### src/rtl/note_hit_judge_if.sv
// ============================================================================
// Module : note_hit_judge_if
// Brief  : Player-side judge bus: game/note inputs and hit/miss/score outputs.
// Rev    : 1.0  initial release
// ============================================================================
`default_nettype none

interface note_hit_judge_if;
    logic        start_i;
    logic        btn_i;
    logic        note_valid_i;
    logic [9:0]  note_y_i;
    logic        hit_pulse_o;
    logic        perfect_o;
    logic        miss_pulse_o;
    logic        note_clear_o;
    logic [15:0] score_o;
    logic [7:0]  combo_o;

    modport master (
        output start_i, btn_i, note_valid_i, note_y_i,
        input  hit_pulse_o, perfect_o, miss_pulse_o, note_clear_o, score_o, combo_o
    );

    modport slave (
        input  start_i, btn_i, note_valid_i, note_y_i,
        output hit_pulse_o, perfect_o, miss_pulse_o, note_clear_o, score_o, combo_o
    );
endinterface

`default_nettype wire

### src/rtl/note_hit_judge.sv
// ============================================================================
// Module : note_hit_judge
// Brief  : Judges debounced button presses against a falling note at the
//          strike line; emits hit/miss pulses, saturating score and combo.
// Rev    : 1.0  initial release
// ============================================================================
`default_nettype none

module note_hit_judge #(
    parameter int STRIKE_Y    = 400,
    parameter int GOOD_WIN    = 24,
    parameter int PERFECT_WIN = 8,
    parameter int DB_CYCLES   = 500000,
    parameter int DB_W        = 20
) (
    input  wire logic        clk,
    input  wire logic        rst,
    note_hit_judge_if.slave  bus
);

    localparam logic signed [10:0] C_STRIKE  = 11'(STRIKE_Y);
    localparam logic signed [10:0] C_GOOD    = 11'(GOOD_WIN);
    localparam logic signed [10:0] C_PERFECT = 11'(PERFECT_WIN);
    localparam logic [DB_W-1:0]    C_DB_LAST = DB_W'(DB_CYCLES - 1);

    typedef enum logic [1:0] {
        S_IDLE   = 2'd0,
        S_ARMED  = 2'd1,
        S_INWIN  = 2'd2,
        S_JUDGED = 2'd3
    } state_t;

    state_t            state_q, state_d;
    logic              sync1_q, sync2_q;
    logic [DB_W-1:0]   db_cnt_q;
    logic              db_level_q, db_prev_q;
    logic [9:0]        note_y_prev_q;
    logic              hit_q, hit_d;
    logic              perfect_q, perfect_d;
    logic              miss_q, miss_d;
    logic              clear_q, clear_d;
    logic [15:0]       score_q, score_d;
    logic [7:0]        combo_q, combo_d;

    logic              w_press;
    logic signed [10:0] w_d;
    logic signed [10:0] w_absd;
    logic              w_inwin, w_perf, w_past, w_below, w_wrap;
    logic [16:0]       w_score_sum;

    // Debounced level only follows the synced button after it has been stable
    // for DB_CYCLES consecutive samples; any return to the old level restarts.
    always_ff @(posedge clk or posedge rst) begin
        if (rst) begin
            sync1_q       <= 1'b0;
            sync2_q       <= 1'b0;
            db_cnt_q      <= '0;
            db_level_q    <= 1'b0;
            db_prev_q     <= 1'b0;
            note_y_prev_q <= '0;
        end else begin
            sync1_q       <= bus.btn_i;
            sync2_q       <= sync1_q;
            db_prev_q     <= db_level_q;
            note_y_prev_q <= bus.note_y_i;
            if (sync2_q == db_level_q) begin
                db_cnt_q <= '0;
            end else if (db_cnt_q == C_DB_LAST) begin
                db_level_q <= sync2_q;
                db_cnt_q   <= '0;
            end else begin
                db_cnt_q <= db_cnt_q + DB_W'(1);
            end
        end
    end

    assign w_press = db_level_q & ~db_prev_q;

    assign w_d     = $signed({1'b0, bus.note_y_i}) - C_STRIKE;
    assign w_absd  = w_d[10] ? -w_d : w_d;
    assign w_inwin = bus.note_valid_i && (w_absd <= C_GOOD);
    assign w_perf  = (w_absd <= C_PERFECT);
    assign w_past  = bus.note_valid_i && (w_d > C_GOOD);
    assign w_below = (w_d < -C_GOOD);
    assign w_wrap  = (bus.note_y_i < note_y_prev_q);
    assign w_score_sum = {1'b0, score_q} + (w_perf ? 17'd2 : 17'd1);

    always_comb begin
        state_d   = state_q;
        hit_d     = 1'b0;
        perfect_d = 1'b0;
        miss_d    = 1'b0;
        clear_d   = 1'b0;
        score_d   = score_q;
        combo_d   = combo_q;

        if (!bus.start_i) begin
            state_d = S_IDLE;
        end else begin
            unique case (state_q)
                S_IDLE: state_d = S_ARMED;
                S_ARMED: begin
                    if (w_press)      miss_d  = 1'b1;
                    else if (w_inwin) state_d = S_INWIN;
                end
                // A press wins over a simultaneous window exit.
                S_INWIN: begin
                    if (w_press) begin
                        hit_d     = 1'b1;
                        perfect_d = w_perf;
                        clear_d   = 1'b1;
                        state_d   = S_JUDGED;
                        score_d   = w_score_sum[16] ? 16'hFFFF : w_score_sum[15:0];
                        combo_d   = (combo_q == 8'hFF) ? 8'hFF : combo_q + 8'd1;
                    end else if (w_past || !bus.note_valid_i || w_wrap) begin
                        miss_d  = 1'b1;
                        state_d = S_JUDGED;
                    end
                end
                S_JUDGED: begin
                    if (w_press)                           miss_d  = 1'b1;
                    else if (!bus.note_valid_i || w_below) state_d = S_ARMED;
                end
                default: state_d = S_IDLE;
            endcase
        end

        if (miss_d) combo_d = 8'd0;
    end

    always_ff @(posedge clk or posedge rst) begin
        if (rst) begin
            state_q   <= S_IDLE;
            hit_q     <= 1'b0;
            perfect_q <= 1'b0;
            miss_q    <= 1'b0;
            clear_q   <= 1'b0;
            score_q   <= '0;
            combo_q   <= '0;
        end else begin
            state_q   <= state_d;
            hit_q     <= hit_d;
            perfect_q <= perfect_d;
            miss_q    <= miss_d;
            clear_q   <= clear_d;
            score_q   <= score_d;
            combo_q   <= combo_d;
        end
    end

    assign bus.hit_pulse_o  = hit_q;
    assign bus.perfect_o    = perfect_q;
    assign bus.miss_pulse_o = miss_q;
    assign bus.note_clear_o = clear_q;
    assign bus.score_o      = score_q;
    assign bus.combo_o      = combo_q;

endmodule

`default_nettype wire

### src/flat_wrapper.sv
// flat-port wrapper written by rule: the top's interface ports become plain ports
module note_hit_judge_flat 
#(
    parameter int STRIKE_Y    = 400,
    parameter int GOOD_WIN    = 24,
    parameter int PERFECT_WIN = 8,
    parameter int DB_CYCLES   = 500000,
    parameter int DB_W        = 20
)
  (clk, rst, bus_start_i, bus_btn_i, bus_note_valid_i, bus_note_y_i, bus_hit_pulse_o, bus_perfect_o, bus_miss_pulse_o, bus_note_clear_o, bus_score_o, bus_combo_o);
  note_hit_judge_if bus_i ();
  input  wire logic clk;
  input  wire logic rst;
  input wire logic [$bits(bus_i.start_i)-1:0] bus_start_i;
  input wire logic [$bits(bus_i.btn_i)-1:0] bus_btn_i;
  input wire logic [$bits(bus_i.note_valid_i)-1:0] bus_note_valid_i;
  input wire logic [$bits(bus_i.note_y_i)-1:0] bus_note_y_i;
  output wire logic [$bits(bus_i.hit_pulse_o)-1:0] bus_hit_pulse_o;
  output wire logic [$bits(bus_i.perfect_o)-1:0] bus_perfect_o;
  output wire logic [$bits(bus_i.miss_pulse_o)-1:0] bus_miss_pulse_o;
  output wire logic [$bits(bus_i.note_clear_o)-1:0] bus_note_clear_o;
  output wire logic [$bits(bus_i.score_o)-1:0] bus_score_o;
  output wire logic [$bits(bus_i.combo_o)-1:0] bus_combo_o;
  assign bus_i.start_i = bus_start_i;
  assign bus_i.btn_i = bus_btn_i;
  assign bus_i.note_valid_i = bus_note_valid_i;
  assign bus_i.note_y_i = bus_note_y_i;
  assign bus_hit_pulse_o = bus_i.hit_pulse_o;
  assign bus_perfect_o = bus_i.perfect_o;
  assign bus_miss_pulse_o = bus_i.miss_pulse_o;
  assign bus_note_clear_o = bus_i.note_clear_o;
  assign bus_score_o = bus_i.score_o;
  assign bus_combo_o = bus_i.combo_o;
  note_hit_judge #(.STRIKE_Y(STRIKE_Y), .GOOD_WIN(GOOD_WIN), .PERFECT_WIN(PERFECT_WIN), .DB_CYCLES(DB_CYCLES), .DB_W(DB_W)) u_core (.clk(clk), .rst(rst), .bus(bus_i));
endmodule
### config.mk
export PLATFORM = sky130hd
export DESIGN_NAME = note_hit_judge_flat
export DESIGN_NICKNAME = d
export VERILOG_FILES = /design/src/rtl/note_hit_judge_if.sv /design/src/rtl/note_hit_judge.sv /design/src/flat_wrapper.sv
export SDC_FILE = /design/constraint.sdc
export NUM_CORES = 1
export LEC_CHECK = 0
export ABC_AREA = 1
export CAP_MARGIN = 20
export CORE_MARGIN = 4
export CORE_UTILIZATION = 25
export CTS_BUF_LIST = sky130_fd_sc_hd__clkbuf_4 sky130_fd_sc_hd__clkbuf_8 sky130_fd_sc_hd__clkbuf_16
export CTS_CLUSTER_SIZE = 30
export DETAILED_ROUTE_END_ITERATION = 16
export DONT_BUFFER_PORTS = 1
export SYNTH_ARGS = -nofsm -noshare
export SYNTH_HDL_FRONTEND = slang
export SYNTH_SLANG_ARGS = --single-unit
### constraint.sdc
create_clock -name clk -period 2.7 [get_ports clk]
set_input_delay 0.27 -clock clk [delete_from_list [all_inputs] [get_ports clk]]
set_output_delay 0.27 -clock clk [all_outputs]
set_load 0.02 [all_outputs]
### Yosys cells after proc, flatten, opt, wreduce, memory -nomap -nowiden

Index checks and enable logic that the tools add are counted.

* bits in registers: 63
* bits in latches: 0
* bits in writable memories: 0
* ROM bits: 0
* output and inout port bits: 28
* logic and storage cells: 79
* memories: 0

* add/subtract/negate cells: 5
* multiply operators: 0
* divide/modulo/power cells: 0
* magnitude comparators: 5
* eq/ne operators: 11
* shift-type cells: 0
* multiplexer cells: 28
* bitwise operators: 3
* reduce and logical (&&, ||, !) cells: 15

Operator list (count)
* $mux 20: 2
* $mux 8: 5
* $add 20x1->20 const B: 1
* $eq 20x19->1 const B: 1
* $add 16x17->17: 1
* $mux 16: 1
* $mux 2: 8
* $gt 11x6->1 const B: 1
* $le 11x5->1 const B: 1
* $le 11x6->1 const B: 1
* $lt 11x6->1 const B: 1
* $mux 11: 1
* $neg 11->11: 1
* $sub 10x9->11 const B: 1
* $lt 10x10->1: 1
* $mux 1: 9
* $add 8x1->8 const B: 1
* $eq 8x8->1 const B: 1
* $pmux 2 s4: 1
* $ne 3x2->1 const B: 2
* $ne 3x3->1 const B: 2
* $reduce_and 3->1: 2
* $reduce_bool 2->1: 3
* $reduce_and 5->1: 1
* other kinds (13): 18

### Logic depth before layout (Yosys ltp)

* word-level depth: 11
* depth in mapped cells: 23

### Worst setup path after synthesis

Ideal clock, no wire load.

* kind: input port to flip-flop
* from: input bus_note_y_i[4]
* to: register u_core.score_q[7], in the netlist u_core.bus.score_o[7]
* setup time: 0.129 ns
* data arrival time: 2.607 ns
* data required time: 2.571 ns
* setup slack: -0.037 ns
* cell stages on the path: 20
* path through: inv_2 ha_1 nand2_4 nand3_4 nand2_4 inv_2 nand3_1 nand2_1 nand2_1 a211oi_1 nand2_1 ha_1 fa_1 nand4_1 nor2_8 inv_2 nor2_2 nand2_1 buf_2 nand3_1

* cells in the longest elaborated chain, start to end: 7

RTL lines
* start: declaration: RTL line flat_wrapper.sv:17 `input wire logic [$bits(bus_i.note_y_i)-1:0] bus_note_y_i;`
* $sub 10x9->11 *: RTL line note_hit_judge.sv:79 `assign w_d = $signed({1'b0, bus.note_y_i}) - C_STRIKE;`
* $neg 11->11: RTL line note_hit_judge.sv:80 `assign w_absd = w_d[10] ? -w_d : w_d;`
* $mux 11 *: RTL line note_hit_judge.sv:80
* $le 11x5->1 *: RTL line note_hit_judge.sv:82 `assign w_perf = (w_absd <= C_PERFECT);`
* $mux 2 *: RTL line note_hit_judge.sv:86 `assign w_score_sum = {1'b0, score_q} + (w_perf ? 17'd2 : 17'd1);`
* $add 16x17->17 *: RTL line note_hit_judge.sv:86
* $mux 16 *: RTL line note_hit_judge.sv:113 `score_d = w_score_sum[16] ? 16'hFFFF : w_score_sum[15:0];`
* end signal: assignment: RTL line note_hit_judge.sv:146 `score_q <= score_d;`
* end: declaration: RTL line note_hit_judge.sv:42 `logic [15:0] score_q, score_d;`

Mark *: on every way between the ends. The rest lies on a longest branch, timed or not.
A chain may end at the register's enable or synchronous reset.

### Final worst setup path

* from: input bus_note_y_i[5]
* to: register u_core.score_q[15], in the netlist u_core.bus.score_o[15]

Same word-level chain as after synthesis.

==> results.txt <==
status = finished, final reports clean
global-route wire length before repair = 15500 um
H-tree Lvls = 3
HPWL after DPL = 6420 um
gr ovfl total = 0
Yosys cell types = 41
CP endpoint kind = flop
Max Root-Sink Buffers = 2
Top Ports = 43
min Tclk post-route = 2440 ps
worst setup margin = 261 ps
Final Cell Area = 4830 um2
WL final = 8870 um
CTS tree = done
clock-pin slew on the worst setup and hold paths = 60 ps
syn_area_per_cell = 7.70 um2
R2R Setup Slk = 670 ps
Startpoint Class = input port
post-placement cell area = 4300 um2
Die X = 132 um
Layout Nets = 590
chip height = 132 um
initial antenna violation count = 0
fin util = 0.318
Die ar. = 17500 um2
n_diodes = 0
Max-Cap Viols = 0
final period utilization = 0.903
TritonCTS buffer count = 9
DR WL/cell = 11.9 um
root buffer cell = clkbuf_16
hold_ws = 56.5 ps
Clock Latency Late Sink = 330 ps
final total power = 2.81 mW
# DRC = 0
vias in the first global route = 3197
CTS Sinks = 63
worst-path maximum fanout = 4
Mapped Nets = 539
RePlAce Congestion = 0.796
GRT Resource Usage Total = 0.107
largest cells by area after synthesis = dfrtp_1 (41%), nand2_1 (11%), inv_1 (6.9%)
Non-Filler Instances = 746
Rel. slew slack = 0.459
fraction of layout cells with a size suffix above 1 = 0.167
DR vias/cell = 4.34
worst slew pin tran = 812 ps
worst endpoint data arrival time = 2700 ps
Port Buffer Count = 0
Synth Instances = 502
Core Box Area = 15200 um2
critical path class = input port to flop
fin. max-slew vios = 0
most frequent cells in the layout = nand2_1 (106), inv_1 (70), dfrtp_1 (63)
Synth Cell Area = 3870 um2
Hold Violations, Final = 0
synth warn = 0
commonest non-fill, non-tap cell in the layout = nand2_1
Synth area leader = dfrtp_1
synthesis-to-finish area growth = 25.0%
P_leak = 2.40 nW
cell area power density = 581 nW/um2
drt first pass iters = 4
share of the synthesized area in the top cell type = 0.408
setup TNS = 0 ps
placed cells = 715
Place WS = -269 ps
setup violators final = 0
fmax = 0.410 GHz
Detail Route Antenna Nets = 0
post-synthesis sequential area ratio = 0.408
Worst Path Required = 2960 ps
Initial DRC Count = 109
largest net degree at the start of global routing = 64
skew final = 8.84 ps
post-synthesis register bit count = 63
Initial Util = 0.254
Tightest Hold Check Type = input port to async pin
Max IR drop VDD = 0.000288 V
vias post-DR = 3238
row cnt = 45
cells by family (layout without fill, tap and decap cells):
| logic type | Yosys count | after routing | synth area share |
|---|---|---|---|
| AND/OR/NAND/NOR | 253 | 253 | 0.315 |
| buffers and inverters | 85 | 141 | 0.0858 |
| AO/OA/AOI/OAI | 68 | 68 | 0.0939 |
| flip-flops | 63 | 63 | 0.408 |
| adder cells (fa/ha/maj) | 22 | 22 | 0.0731 |
| XOR/XNOR | 11 | 11 | 0.0249 |
sequential cells by signal, indices dropped and copies added, names as in the netlist:
signal and cells:
u_core.db_cnt_q 20, u_core.bus.score_o 16, u_core.note_y_prev_q 10, u_core.bus.combo_o 8
u_core.state_q 2, u_core.bus.miss_pulse_o 1, u_core.bus.note_clear_o 1, u_core.bus.perfect_o 1
u_core.db_level_q 1, u_core.db_prev_q 1, u_core.sync1_q 1, u_core.sync2_q 1
area by class of cell:
class	instances	area, um2
Tap cell	188	235
Clock inverter	6	116
Fill cell	1584	10400
Inverter	80	305
Timing Repair Buffer	45	365
Clock buffer	10	239
Sequential cell	63	1580
Multi-Input combinational cell	354	2000
worst max-delay path: stages:
cell	delay, ps
inv_1	80
buf_4	110
ha_1	130
nand3_1	120
nand3b_1	220
nand2_1	80
nand2_1	40
nand2_1	70
nor2_2	50
nand2_2	100
inv_1	70
ha_1	270
a21oi_1	60
or2_2	290
nor2_2	100
nand3_2	130
nor2_4	120
nand4_1	130
buf_4	170
o21ai_1	100
report_power, final:
group	internal, mW	switching (mW)	leakage, nW
clock network	0.933	0.440	0.173
logic	0.151	0.225	1.38
registers	0.990	0.0696	0.841
total	2.07	0.734	2.40
layer usage:
metal	wire (um)	part of all wire	vias up	GRT usage
met2	3940	0.44	64	0.169
met5	0	0	-	0
li1	-	-	1721	-
met3	584	0.066	7	0.0412
met1	4240	0.48	1446	0.137
met4	106	0.012	0	0.0312
Yosys cell counts (all sizes together):
master	number
xor2	7
a31oi	1
fa	1
a21oi	33
nor3	8
nand4	12
nor4	3
a21o	1
nand2	113
inv	80
buf	4
nand3b	3
or2	6
dfrtp	63
o21a	1
and3	2
a21boi	4
nor3b	1
a211oi	1
nor2	62
ha	21
o21ai	26
xnor2	4
o32ai	1
nand3	43
clkbuf	1
worst paths after layout:
| path | from | endpoint | cells after the start |
|---|---|---|---|
| max | bus_note_y_i[5] | u_core.bus.score_o[15] | 20 |
| min reg2reg | u_core.sync1_q | u_core.sync2_q | 0 |
| max reg2reg | u_core.bus.score_o[1] | u_core.bus.score_o[15] | 9 |
| min | rst | u_core.db_cnt_q[15] | 2 |
| min in group clk | bus_start_i | u_core.state_q[0] | 4 |
| max in group asynchronous | rst | u_core.note_y_prev_q[4] | 2 |
what timing repair did:
| action | CTS | global route |
|---|---|---|
| endpoints found under the hold margin | 11 | 0 |
| endpoints found under the setup margin | 0 | 15 |
| buffers inserted | 0 | 4 |
| hold buffers | 11 | 0 |
| resized for setup | 0 | 11 |
Power figures use the tool's default switching activity.
